**src/rtl/brake_pkg.sv**
```systemverilog
// Shared types and default constants for the brake actuator and its slip detector.
package brake_pkg;

    typedef enum logic [1:0] {
        IDLE    = 2'd0,
        APPLY   = 2'd1,
        HOLD    = 2'd2,
        RELEASE = 2'd3
    } actuator_state_e;

    localparam int         DEF_RAMP_DIV       = 4;
    localparam int         DEF_SAMPLE_PERIOD  = 8;
    localparam logic [7:0] DEF_SLIP_DELTA     = 8'd10;
    localparam logic [7:0] DEF_MIN_SPEED      = 8'd5;
    localparam int         DEF_RELEASE_CYCLES = 6;
    localparam logic [3:0] DEF_MAX_PRESSURE   = 4'd15;

    // Width of a counter running 0..n-1, never narrower than one bit.
    function automatic int cnt_width(input int n);
        return (n <= 2) ? 1 : $clog2(n);
    endfunction

endpackage

```
**src/rtl/speed_slip_detector.sv**
```systemverilog
// Samples wheel speed once per SAMPLE_PERIOD and flags a slip when the drop since
// the previous sample exceeds SLIP_DELTA; slip is a one-cycle combinational pulse.
module speed_slip_detector
    import brake_pkg::*;
#(
    parameter int         SAMPLE_PERIOD = DEF_SAMPLE_PERIOD,
    parameter logic [7:0] SLIP_DELTA    = DEF_SLIP_DELTA,
    parameter logic [7:0] MIN_SPEED     = DEF_MIN_SPEED
) (
    input  logic       clk,
    input  logic       rst_n,
    input  logic [7:0] wheel_speed,
    output logic       slip
);

    localparam int            CW   = cnt_width(SAMPLE_PERIOD);
    localparam logic [CW-1:0] LAST = CW'(SAMPLE_PERIOD - 1);

    logic [CW-1:0] sample_cnt_q, sample_cnt_d;
    logic [7:0]    prev_speed_q, prev_speed_d;
    logic          sample_pt;

    always_comb begin
        sample_pt    = (sample_cnt_q == LAST);
        sample_cnt_d = sample_pt ? '0 : sample_cnt_q + 1'b1;
        prev_speed_d = sample_pt ? wheel_speed : prev_speed_q;
        slip         = 1'b0;
        // Subtraction only after the ordering test, so it can never wrap.
        if (sample_pt && (prev_speed_q >= MIN_SPEED) && (prev_speed_q > wheel_speed)) begin
            slip = ((prev_speed_q - wheel_speed) > SLIP_DELTA);
        end
    end

    always_ff @(posedge clk or negedge rst_n) begin
        if (!rst_n) begin
            sample_cnt_q <= '0;
            prev_speed_q <= '0;
        end else begin
            sample_cnt_q <= sample_cnt_d;
            prev_speed_q <= prev_speed_d;
        end
    end

endmodule

```
**src/rtl/brake_actuator.sv**
```systemverilog
// Hydraulic valve-pair sequencer: ramps pressure while braking, holds at maximum and
// dumps in fixed-length ABS pulses on slip. ABS_CYCLE_COUNT_EN adds an abs_cycles counter.
module brake_actuator
    import brake_pkg::*;
#(
    parameter int         RAMP_DIV       = DEF_RAMP_DIV,
    parameter int         SAMPLE_PERIOD  = DEF_SAMPLE_PERIOD,
    parameter logic [7:0] SLIP_DELTA     = DEF_SLIP_DELTA,
    parameter logic [7:0] MIN_SPEED      = DEF_MIN_SPEED,
    parameter int         RELEASE_CYCLES = DEF_RELEASE_CYCLES,
    parameter logic [3:0] MAX_PRESSURE   = DEF_MAX_PRESSURE
) (
    input  logic       clk,
    input  logic       rst_n,
    input  logic       brake_signal,
    input  logic [7:0] wheel_speed,
    output logic       valve_apply,
    output logic       valve_release,
    output logic [3:0] pressure,
    output logic       abs_active
`ifdef ABS_CYCLE_COUNT_EN
    ,
    output logic [7:0] abs_cycles
`endif
);

    localparam int            RW        = cnt_width(RAMP_DIV);
    localparam logic [RW-1:0] RAMP_LAST = RW'(RAMP_DIV - 1);
    localparam int            LW        = cnt_width(RELEASE_CYCLES);
    localparam logic [LW-1:0] REL_LAST  = LW'(RELEASE_CYCLES - 1);

    actuator_state_e state_q, state_d;
    logic [RW-1:0]   ramp_cnt_q, ramp_cnt_d;
    logic [LW-1:0]   rel_cnt_q, rel_cnt_d;
    logic [3:0]      pressure_q, pressure_d;
    logic            ramp_tick;
    logic            slip;

    speed_slip_detector #(
        .SAMPLE_PERIOD (SAMPLE_PERIOD),
        .SLIP_DELTA    (SLIP_DELTA),
        .MIN_SPEED     (MIN_SPEED)
    ) u_slip (
        .clk         (clk),
        .rst_n       (rst_n),
        .wheel_speed (wheel_speed),
        .slip        (slip)
    );

    always_comb begin
        state_d = state_q;
        case (state_q)
            IDLE: begin
                if (brake_signal) state_d = APPLY;
            end
            APPLY: begin
                if (!brake_signal)                  state_d = IDLE;
                else if (slip)                      state_d = RELEASE;
                else if (pressure_q == MAX_PRESSURE) state_d = HOLD;
            end
            HOLD: begin
                if (!brake_signal) state_d = IDLE;
                else if (slip)     state_d = RELEASE;
            end
            RELEASE: begin
                // Slip is deliberately not looked at here: the pulse length is fixed.
                if (!brake_signal)           state_d = IDLE;
                else if (rel_cnt_q == REL_LAST) state_d = APPLY;
            end
            default: state_d = IDLE;
        endcase
    end

    always_comb begin
        ramp_tick  = (ramp_cnt_q == RAMP_LAST);
        ramp_cnt_d = ((state_d != state_q) || ramp_tick) ? '0 : ramp_cnt_q + 1'b1;
        rel_cnt_d  = ((state_q == RELEASE) && (state_d == RELEASE)) ? rel_cnt_q + 1'b1 : '0;

        pressure_d = pressure_q;
        case (state_q)
            IDLE:    if (ramp_tick && (pressure_q != 4'd0)) pressure_d = pressure_q - 4'd1;
            APPLY:   if (ramp_tick && (pressure_q < MAX_PRESSURE)) pressure_d = pressure_q + 4'd1;
            RELEASE: if (pressure_q != 4'd0) pressure_d = pressure_q - 4'd1;
            default: pressure_d = pressure_q;
        endcase
    end

    always_ff @(posedge clk or negedge rst_n) begin
        if (!rst_n) begin
            state_q    <= IDLE;
            ramp_cnt_q <= '0;
            rel_cnt_q  <= '0;
            pressure_q <= '0;
        end else begin
            state_q    <= state_d;
            ramp_cnt_q <= ramp_cnt_d;
            rel_cnt_q  <= rel_cnt_d;
            pressure_q <= pressure_d;
        end
    end

    // Outputs decode registered state only, so the two valves are mutually exclusive by construction.
    assign valve_apply   = (state_q == APPLY) && (pressure_q < MAX_PRESSURE);
    assign valve_release = (state_q == RELEASE) || ((state_q == IDLE) && (pressure_q != 4'd0));
    assign abs_active    = (state_q == RELEASE);
    assign pressure      = pressure_q;

`ifdef ABS_CYCLE_COUNT_EN
    logic [7:0] abs_cycles_q, abs_cycles_d;

    always_comb begin
        abs_cycles_d = abs_cycles_q;
        if ((state_q != RELEASE) && (state_d == RELEASE) && (abs_cycles_q != 8'hFF)) begin
            abs_cycles_d = abs_cycles_q + 8'd1;
        end
    end

    always_ff @(posedge clk or negedge rst_n) begin
        if (!rst_n) abs_cycles_q <= '0;
        else        abs_cycles_q <= abs_cycles_d;
    end

    assign abs_cycles = abs_cycles_q;
`endif

endmodule

```
**config.mk**
```make
export PLATFORM = sky130hd
export DESIGN_NAME = brake_actuator
export DESIGN_NICKNAME = d
export VERILOG_FILES = /design/src/rtl/brake_pkg.sv /design/src/rtl/speed_slip_detector.sv /design/src/rtl/brake_actuator.sv
export SDC_FILE = /design/constraint.sdc
export NUM_CORES = 1
export LEC_CHECK = 0
export CAP_MARGIN = 15
export CORE_UTILIZATION = 25
export DETAILED_ROUTE_END_ITERATION = 6
export PLACE_DENSITY_LB_ADDON = 0.25
export SYNTH_ARGS = -nofsm -noshare
export SYNTH_HDL_FRONTEND = slang
export SYNTH_SLANG_ARGS = --single-unit
```
**constraint.sdc**
```tcl
create_clock -name clk -period 5.4 [get_ports clk]
set_input_delay 1.08 -clock clk [delete_from_list [all_inputs] [get_ports clk]]
set_output_delay 1.08 -clock clk [all_outputs]
set_load 0.005 [all_outputs]
```
Word level (Yosys, flattened, before mapping) --
Cells that the tools add are included.
Word-level totals: bits in registers 22, bits in latches 0, RAM bits 0, memory bits (read-only) 0, input bits 11, output and inout bits 7, logic and storage cells 58, memories 0
Operators by class: add/subtract/negate cells 6, multiply operators 0, divide/modulo/power cells 0, magnitude comparators 4, equality and inequality tests 12, shift operators 0, mux-type cells 17, bitwise gates (word level) 0, reduce and logical (&&, ||, !) cells 13
Operator list (count):
- 2-bit two-way mux | 9
- 4-bit two-way mux | 3
- 4-bit case mux with 3 select lines | 1
- 2-bit equality test, second input constant | 4
- 8-bit by 3-bit greater-or-equal comparator with 1-bit output, second input constant | 1
- 8-bit by 4-bit greater-than comparator with 1-bit output, second input constant | 1
- 8-bit greater-than comparator | 1
- 2-bit case mux with 4 select lines | 1
- 8-bit subtractor | 1
- 1-bit logical AND | 7
- 3-bit by 1-bit adder with 3-bit output, second input constant | 2
- 3-bit equality test, second input constant | 2
- 3-bit two-way mux | 2
- 4-bit by 1-bit adder with 4-bit output, second input constant | 1
- 4-bit equality test, second input constant | 1
- 4-bit < comparator, second input constant | 1
- 2-bit inequality test, second input constant | 2
- 4-bit AND reduction | 1
- 4-bit nonzero test | 1
- 4-bit by 1-bit subtractor with 4-bit output, second input constant | 1
- 3-bit nonzero test | 1
- 2-bit by 1-bit adder with 2-bit output, second input constant | 1
- 2-bit by 1-bit equality test with 1-bit output, second input constant | 1
- 2-bit logical NOT | 1
- other kinds (4) | 5

Longest topological paths before layout --
Gate-level depths: netlist of the first run.
depth in word-level cells 10, mapped depth 11, gate-level depth less buffers 11

Modules after synthesis --
From an unflattened synthesis of the first run, not the netlist that was laid out.
Unflattened totals: cell total of the unflattened synthesis 152, area total of the unflattened synthesis 1500.2 um^2
Modules (own cells, without submodules):
- speed_slip_detector | times used 1, cells an instance 86, area an instance 818.3 um^2, seq. area each 275.3 um^2
- brake_actuator | times used 1, cells an instance 66, area an instance 681.9 um^2, seq. area each 275.3 um^2

Least setup slack after synthesis of the first run --
No wires, ideal clock.
path type in2reg, start point input wheel_speed[0], end point register ramp_cnt_q[0], setup time 0.077 ns, data arrival time 3.295 ns, required time 5.323 ns, slack 2.027 ns, stages on the path 10, path buffers 0, cells stage by stage ha_1 inv_1 fa_1 a21oi_1 nor2_1 mux2_4 a211o_1 or4_4 a311o_1 a21oi_1
Between the ends: cells in the longest elaborated chain, start to end 9, elaborated cells on any way between the ends 13, those cells by class add/sub (1); order compare (2); eq/ne (1); mux (7); reduce/logical (2)
Ends and longest elaborated chain:
- start: declaration | line brake_actuator.sv:16 | input logic [7:0] wheel_speed,
- 8-bit subtractor or 8-bit greater-than comparator (tied branches) | line speed_slip_detector.sv:30, speed_slip_detector.sv:29
- 8-bit by 4-bit greater-than comparator with 1-bit output or 1-bit logical AND (tied branches) | line speed_slip_detector.sv:30, speed_slip_detector.sv:29
- 1-bit two-way mux * | line speed_slip_detector.sv:29 | if (sample_pt && (prev_speed_q >= MIN_SPEED) && (prev_speed_q > wheel_speed)) begin
- 2-bit two-way mux, on equally long branches | line brake_actuator.sv:63, brake_actuator.sv:58
- 2-bit two-way mux, on equally long branches | line brake_actuator.sv:62, brake_actuator.sv:57
- 2-bit case mux with 4 select lines * | line brake_actuator.sv:52 | case (state_q)
- 2-bit inequality test * | line brake_actuator.sv:76 | ramp_cnt_d = ((state_d != state_q) || ramp_tick) ? '0 : ramp_cnt_q + 1'b1;
- 1-bit logical OR * | line brake_actuator.sv:76
- 2-bit two-way mux * | line brake_actuator.sv:76
- named net ramp_cnt_d[0] | line brake_actuator.sv:33 | logic [RW-1:0] ramp_cnt_q, ramp_cnt_d;
- end signal: assignment | line brake_actuator.sv:96 | ramp_cnt_q <= ramp_cnt_d;
- end: declaration | line brake_actuator.sv:33
Mark *: on every way through the listed nets, which the timed path passes. The rest lies on a longest branch. A chain may end at the register's enable or synchronous reset.

Worst setup path after layout of the first run --
start point input wheel_speed[0], end point register ramp_cnt_q[1]
Same word-level chain as after synthesis.

==> flow_metrics.py, run 1 <==
metrics = {
    "outcome": {
        "outcome": "finished, final reports clean",
    },
    "yosys": {
        "syn-num-nets": 194,
        "syn_avg_cell_area_um2": 9.47,
        "ys_async_sr_fraction": 1.00,
        "synth_cell_types": 40,
        "synth_area_leaders": "dfrtp_1, ha_1, mux2_2",
        "yosys_warnings": 0,
        "ys.flop_type": "dfrtp_1",
        "syn_inst": 165,
        "seq_area_frac_synth": 0.352,
        "synth_edf_count": 0,
        "ys_ff_latch": 22,
        "synth.cell_area_mm2": 0.00156,
        "synth.top_cell.area_share": 0.352,
        "synth.largest_area_cell": "dfrtp_1",
    },
    "clock_network": {
        "cts_max_level": 1,
        "clk_pin_slew_ns": 0.09,
        "cts_buffers": 3,
        "numClockSinks": 22,
        "post-cts-setup-buffers": 0,
        "clock-root-buffer": "clkbuf_8",
        "clockBufferDepth": 2,
        "cts_tree": "built",
        "cts-resized-gates": 0,
        "insertion_delay_ns": 0.27,
        "holdBufCountCts": 0,
    },
    "global_route": {
        "gr-usage-all-layers": 0.101,
        "grt_max_degree": 23,
        "antenna_found_initial": 0,
        "grt_pass1_wl_um": 5170,
        "grt_overflow": 0,
        "grt_pass1_vias": 1134,
    },
    "layout": {
        "fin_nets": 213,
        "n_antenna_cell": 0,
        "areaGrowthSynthToFinish_pct": 20.4,
        "mostFrequentLayoutCells": "dfrtp_1, clkdlybuf4s50_1, inv_1, ha_1, nor2_1",
        "fillerInstances": 606,
        "final_common_cell": "dfrtp_1",
        "drive_gt1_frac": 0.0984,
    },
    "sta": {
        "worst_hold_slack_ns": 0.431,
        "drv_slew": 0,
        "fin_crit_sh": 0.692,
        "slew_headroom": 0.676,
        "worstMarginPinSlew_ns": 0.486,
        "setup_viol": 0,
        "fmax_mhz": 268,
        "fin_crit_ns": 3.74,
        "finalHoldViolCount": 0,
        "fin_worst_skew_ns": 0.00404,
        "rsz0062_at_grt": "no",
        "finalSetupTns_ns": 0,
    },
    "run": {
        "maxCapViolCount": 0,
    },
    "die": {
        "initial_core_util": 0.261,
        "die_area_mm2": 0.00657,
        "die_y_um": 81.1,
        "fp-row-count": 28,
        "ios": 18,
        "die_w_um": 81.1,
        "core_area_mm2": 0.00599,
    },
    "placed_design": {
        "io_buffers": 17,
        "gp_congestion": 0.720,
        "place_hpwl_um": 2370,
    },
    "worst_setup_path": {
        "worstPathRequired_ns": 5.60,
        "cp-end-kind": "flip-flop",
        "path_class": "input port to flip-flop",
        "rr_worst_depth": 11,
        "reg2reg_from": "u_slip.prev_speed_q[0]$_DFFE_PN0P_",
        "cp.arrival_ns": 3.93,
        "setup.worst_path.start_class": "input port",
        "crit_fanout": 3,
        "r2r-end": "ramp_cnt_q[1]$_DFF_PN0_",
        "worst-r2r-setup-slack_ns": 2.52,
    },
    "drt": {
        "num_vias": 1230,
        "post_drt_wl_per_cell_um": 11.8,
        "ant_nets": 0,
        "drtIter0Drc": 48,
        "vias_per_cell": 4.77,
        "firstDrtPassIters": 4,
        "drt-total-wl_um": 3050,
        "drc": 0,
    },
    "power_and_ir_drop": {
        "p_per_area_mw_per_mm2": 304,
        "ir_drop_uv": 97.8,
        "p_leak_uw": 0.000839,
    },
    "min_path": {
        "min_path_type": "flip-flop to flip-flop",
        "worstHoldStart": "u_slip.sample_cnt_q[0]$_DFF_PN0_",
        "hold_depth": 1,
        "whs_endpoint": "u_slip.sample_cnt_q[0]$_DFF_PN0_",
    },
}
## Yosys cell counts (2+ instances only)
cell      number
nand2b_1       2
ha_1          16
nand2_1        8
nor3b_1        2
dfrtp_1       22
and4_1         3
a31oi_1        3
and3_1         3
nor4_1         2
nor3_1         4
inv_1         16
fa_1           2
mux2_2         9
a211oi_1       2
o21ai_1        2
o21ai_0        9
nor2b_1        3
a21oi_1       10
xnor2_1        5
nand3_1        5
xor2_1         3
nor2_1        14
a21o_1         2
buf_4          2
## cell families after synthesis
logic type / after synthesis / share of synthesized area
simple gates: 49 / 0.164
fa+ha+maj: 18 / 0.154
buf+inv: 20 / 0.0536
mux: 11 / 0.0809
compound gates: 37 / 0.151
xor+xnor: 8 / 0.0448
flops: 22 / 0.352
## worst max path at each step
| stage | from | end | cells after the start |
|---|---|---|---|
| after CTS | wheel_speed[0] | ramp_cnt_q[1]$_DFF_PN0_ | 11 |
| final | wheel_speed[0] | ramp_cnt_q[1]$_DFF_PN0_ | 11 |
| after floorplan | wheel_speed[0] | ramp_cnt_q[0]$_DFF_PN0_ | 10 |
| after global routing | wheel_speed[0] | ramp_cnt_q[0]$_DFF_PN0_ | 11 |
| after global placement | wheel_speed[0] | ramp_cnt_q[1]$_DFF_PN0_ | 11 |
| after detailed placement | wheel_speed[0] | ramp_cnt_q[1]$_DFF_PN0_ | 11 |
## final cells by class
type / count / area (um^2) / area share
multi-input combinational: 123 / 928 / 0.493
tap: 75 / 93.8 / 0.0499
timing repair buffer: 18 / 178 / 0.0944
clock buffer: 3 / 41.3 / 0.0219
clock inverter: 1 / 30.0 / 0.0160
sequential: 22 / 551 / 0.293
inverter: 16 / 60.1 / 0.0319
## report_power, final
part	internal, uW	leakage (uW)	switching [uW]
sequential	188	0.000273	29.6
combinational	109	0.000530	86.1
clock	99.1	0.0000357	60.6
## sequential cells by signal, summed over array words and instances, names as in the netlist
name,flops
pressure,4
rel_cnt_q,3
state_q,2
u_slip.prev_speed_q,8
u_slip.sample_cnt_q,3
ramp_cnt_q,2
## metal layers
layer	track usage	vias up	share of wire
met5	0	-	0
met4	0.0321	0	0.010
met3	0.0101	4	0.023
met2	0.159	13	0.45
met1	0.143	586	0.52
li1	-	627	-
## critical path, stage by stage
cell,delay [ns]
clkdlybuf4s50_1,0.51
ha_1,0.15
inv_1,0.05
fa_1,0.41
a21oi_1,0.15
nor2_1,0.05
mux2_4,0.26
a211o_1,0.24
or4_4,0.51
a311o_1,0.38
a21oi_1,0.13
## metrics by stage
stage / util / total power [uW] / worst slack (ns) / instances / instance area (um^2)
after floorplan: - / 343 / 2.03 / 165 / 1560
after global placement: 0.302 / 418 / 1.42 / 254 / 1810
after detailed placement: 0.302 / 419 / 1.40 / 254 / 1810
after CTS: 0.314 / 584 / 1.68 / 258 / 1880
after global routing: 0.314 / 617 / 1.55 / 258 / 1880
final: 0.314 / 572 / 1.66 / 258 / 1880
Note: power is estimated with default switching activity, not from simulation.
==> run 2, diff against run 1 <==
clock period = 3.5 ns   (was 5.4 ns; I/O delays follow)
==> run 2 against run 1 <==
Effect of this change:
- critical path depth is the same
- clock power grew 56%
- cell count grew 1.6%
- first-iteration DRC count shrank 23%
- largest cell class unchanged
- critical endpoint unchanged
==> flow_metrics.py, run 2 (same netlist as run 1, synthesis figures left out) <==
metrics = {
    "outcome": {
        "outcome": "finished, final reports clean",
    },
    "layout": {
        "final_common_cell": "dfrtp_1",
        "fin_nets": 217,
        "n_antenna_cell": 0,
        "areaGrowthSynthToFinish_pct": 22.3,
        "largest_register_ffs": 8,
        "regMostFlops": "u_slip.prev_speed_q",
        "mostFrequentLayoutCells": "dfrtp_1, clkdlybuf4s50_1, inv_1, ha_1, nor2_1",
        "drive_gt1_frac": 0.118,
    },
    "sta": {
        "finalHoldViolCount": 0,
        "fin_worst_skew_ns": 0.00160,
        "fin_crit_sh": 0.947,
        "slew_headroom": 0.672,
        "worstMarginPinSlew_ns": 0.492,
        "layout_setup_ws_ns": 0.185,
        "fin_crit_ns": 3.31,
        "drv_slew": 0,
        "fmax_mhz": 302,
        "rsz0062_at_grt": "no",
        "setup_viol": 0,
    },
    "global_route": {
        "grt_max_degree": 23,
        "grt_overflow": 0,
        "antenna_found_initial": 0,
        "grt.met1_usage": 0.155,
        "grt_pass1_wl_um": 5620,
        "use_met2": 0.172,
        "grt_pass1_vias": 1243,
        "gr-max-usage-layer": "met2",
        "grt.met3_usage": 0.0135,
        "gr-usage-all-layers": 0.111,
    },
    "placed_design": {
        "io_buffers": 17,
        "gp_congestion": 0.713,
        "place_hpwl_um": 2400,
        "place_ws_ns": -0.104,
    },
    "drt": {
        "num_vias": 1233,
        "drtIter0Drc": 37,
        "ant_nets": 0,
        "drc": 0,
        "vias_per_cell": 4.71,
        "post_drt_wl_per_cell_um": 11.6,
        "firstDrtPassIters": 4,
        "drt-total-wl_um": 3050,
    },
    "clock_network": {
        "cts_buffers": 3,
        "clock-root-buffer": "clkbuf_8",
        "cts_max_level": 1,
        "post-cts-setup-buffers": 0,
        "clockBufferDepth": 2,
        "cts_tree": "built",
        "cts-resized-gates": 0,
        "insertion_delay_ns": 0.27,
        "clk_pin_slew_ns": 0.09,
        "numClockSinks": 22,
        "holdBufCountCts": 0,
    },
    "power_and_ir_drop": {
        "p_per_area_mw_per_mm2": 466,
        "p_leak_uw": 0.000858,
        "p_clk_frac": 0.281,
        "net-switching-power_uw": 275,
        "power.total_uw": 891,
        "comb_power_share": 0.342,
        "pwr-share-seq": 0.377,
        "intPower_uw": 616,
        "ir_drop_uv": 185,
        "netSwitchingFraction": 0.309,
    },
    "die": {
        "initial_core_util": 0.261,
        "die_w_um": 81.1,
        "ios": 18,
        "core_area_mm2": 0.00599,
        "die_area_mm2": 0.00657,
        "die_y_um": 81.1,
        "fp-row-count": 28,
    },
    "worst_setup_path": {
        "worst_path_most_repeated_cell": "a21oi_1",
        "cp_slowest_stage_delay_ns": 0.52,
        "crit_path_cell_trace": "clkdlybuf4s50_1, ha_1, inv_1, fa_1, a21oi_1, nor2_1, mux2_4, a211o_1, or4_4, a311o_1, a21oi_1",
        "cp-end-kind": "flip-flop",
        "cpMaxStageDelayCell": "or4_4",
        "path_class": "input port to flip-flop",
        "setup.worst_path.start_class": "input port",
        "crit_fanout": 3,
        "cp.arrival_ns": 3.52,
        "worstPathRequired_ns": 3.71,
    },
    "run": {
        "maxCapViolCount": 0,
    },
    "min_path": {
        "min_path_type": "flip-flop to flip-flop",
    },
}
-- run 2: cell types whose count changed in the layout (fill, tap and decap cells not counted) --
| cell | change |
|---|---|
| buf_4 | +4 |
-- run 2: worst max-delay path, delay by kind of cell --
| family | cells | cell delay [ns] |
|---|---|---|
| compound gates | 4 | 0.91 |
| fa+ha+maj | 2 | 0.55 |
| buf+inv | 2 | 0.52 |
| mux | 1 | 0.26 |
| simple gates | 2 | 0.57 |
-- run 2: worst paths after layout --
| path | depth (start not counted) | slack (ns) | from | to |
|---|---|---|---|---|
| worst max-delay path | 11 | 0.19 | wheel_speed[0] | ramp_cnt_q[1]$_DFF_PN0_ |
| min in group asynchronous | 2 | 0.77 | rst_n | rel_cnt_q[0]$_DFF_PN0_ |
| worst min-delay path | 1 | 0.43 | u_slip.sample_cnt_q[0]$_DFF_PN0_ | u_slip.sample_cnt_q[0]$_DFF_PN0_ |
| worst max register to register | 11 | 0.60 | u_slip.prev_speed_q[0]$_DFFE_PN0P_ | ramp_cnt_q[1]$_DFF_PN0_ |
| max in group asynchronous | 2 | 2.49 | rst_n | u_slip.prev_speed_q[5]$_DFFE_PN0P_ |
| worst min register to register | 1 | 0.43 | u_slip.sample_cnt_q[0]$_DFF_PN0_ | u_slip.sample_cnt_q[0]$_DFF_PN0_ |
-- run 2: per-layer routing --
metal / share of wire / vias to the layer above
met5: 0 / -
met4: 0.018 / 0
met3: 0.017 / 5
met2: 0.44 / 15
met1: 0.52 / 581
li1: - / 632
-- run 2: final cells by class --
cell class                      instances  area (um^2)
Clock inverter                          1         30.0
Sequential cell                        22          551
Clock buffer                            3         41.3
Timing Repair Buffer                   22          208
Multi-Input combinational cell        123          928
Inverter                               16         60.1
Tap cell                               75         93.8
Fill cell                             632         4080
-- run 2: power groups by stage --
stage	Sequential (uW)	Clock, uW	Combinational, uW
4_1_cts	337	257	310
3_5_place_dp	341	0	309
6_report	336	250	305
2_1_floorplan	333	0	196
3_3_place_gp	342	0	309
5_1_grt	343	265	355
-- run 2: stage by stage --
stage,std cells,util,instance area [um^2],hold WS [ns],setup TNS (ns)
global route,262,0.319,1910,0.463,0
global placement,258,0.307,1840,0.422,-0.147
detailed placement,258,0.307,1840,0.423,-0.200
CTS,262,0.319,1910,0.438,0
floorplan,165,-,1560,0.403,0
finish,262,0.319,1910,0.434,0
==> run 3, diff against run 2 <==
SKIP_CTS_REPAIR_TIMING = 1   (was not set)
==> results of run 3 <==
No change in the layout: final DEF, timing and power equal those of run 2.
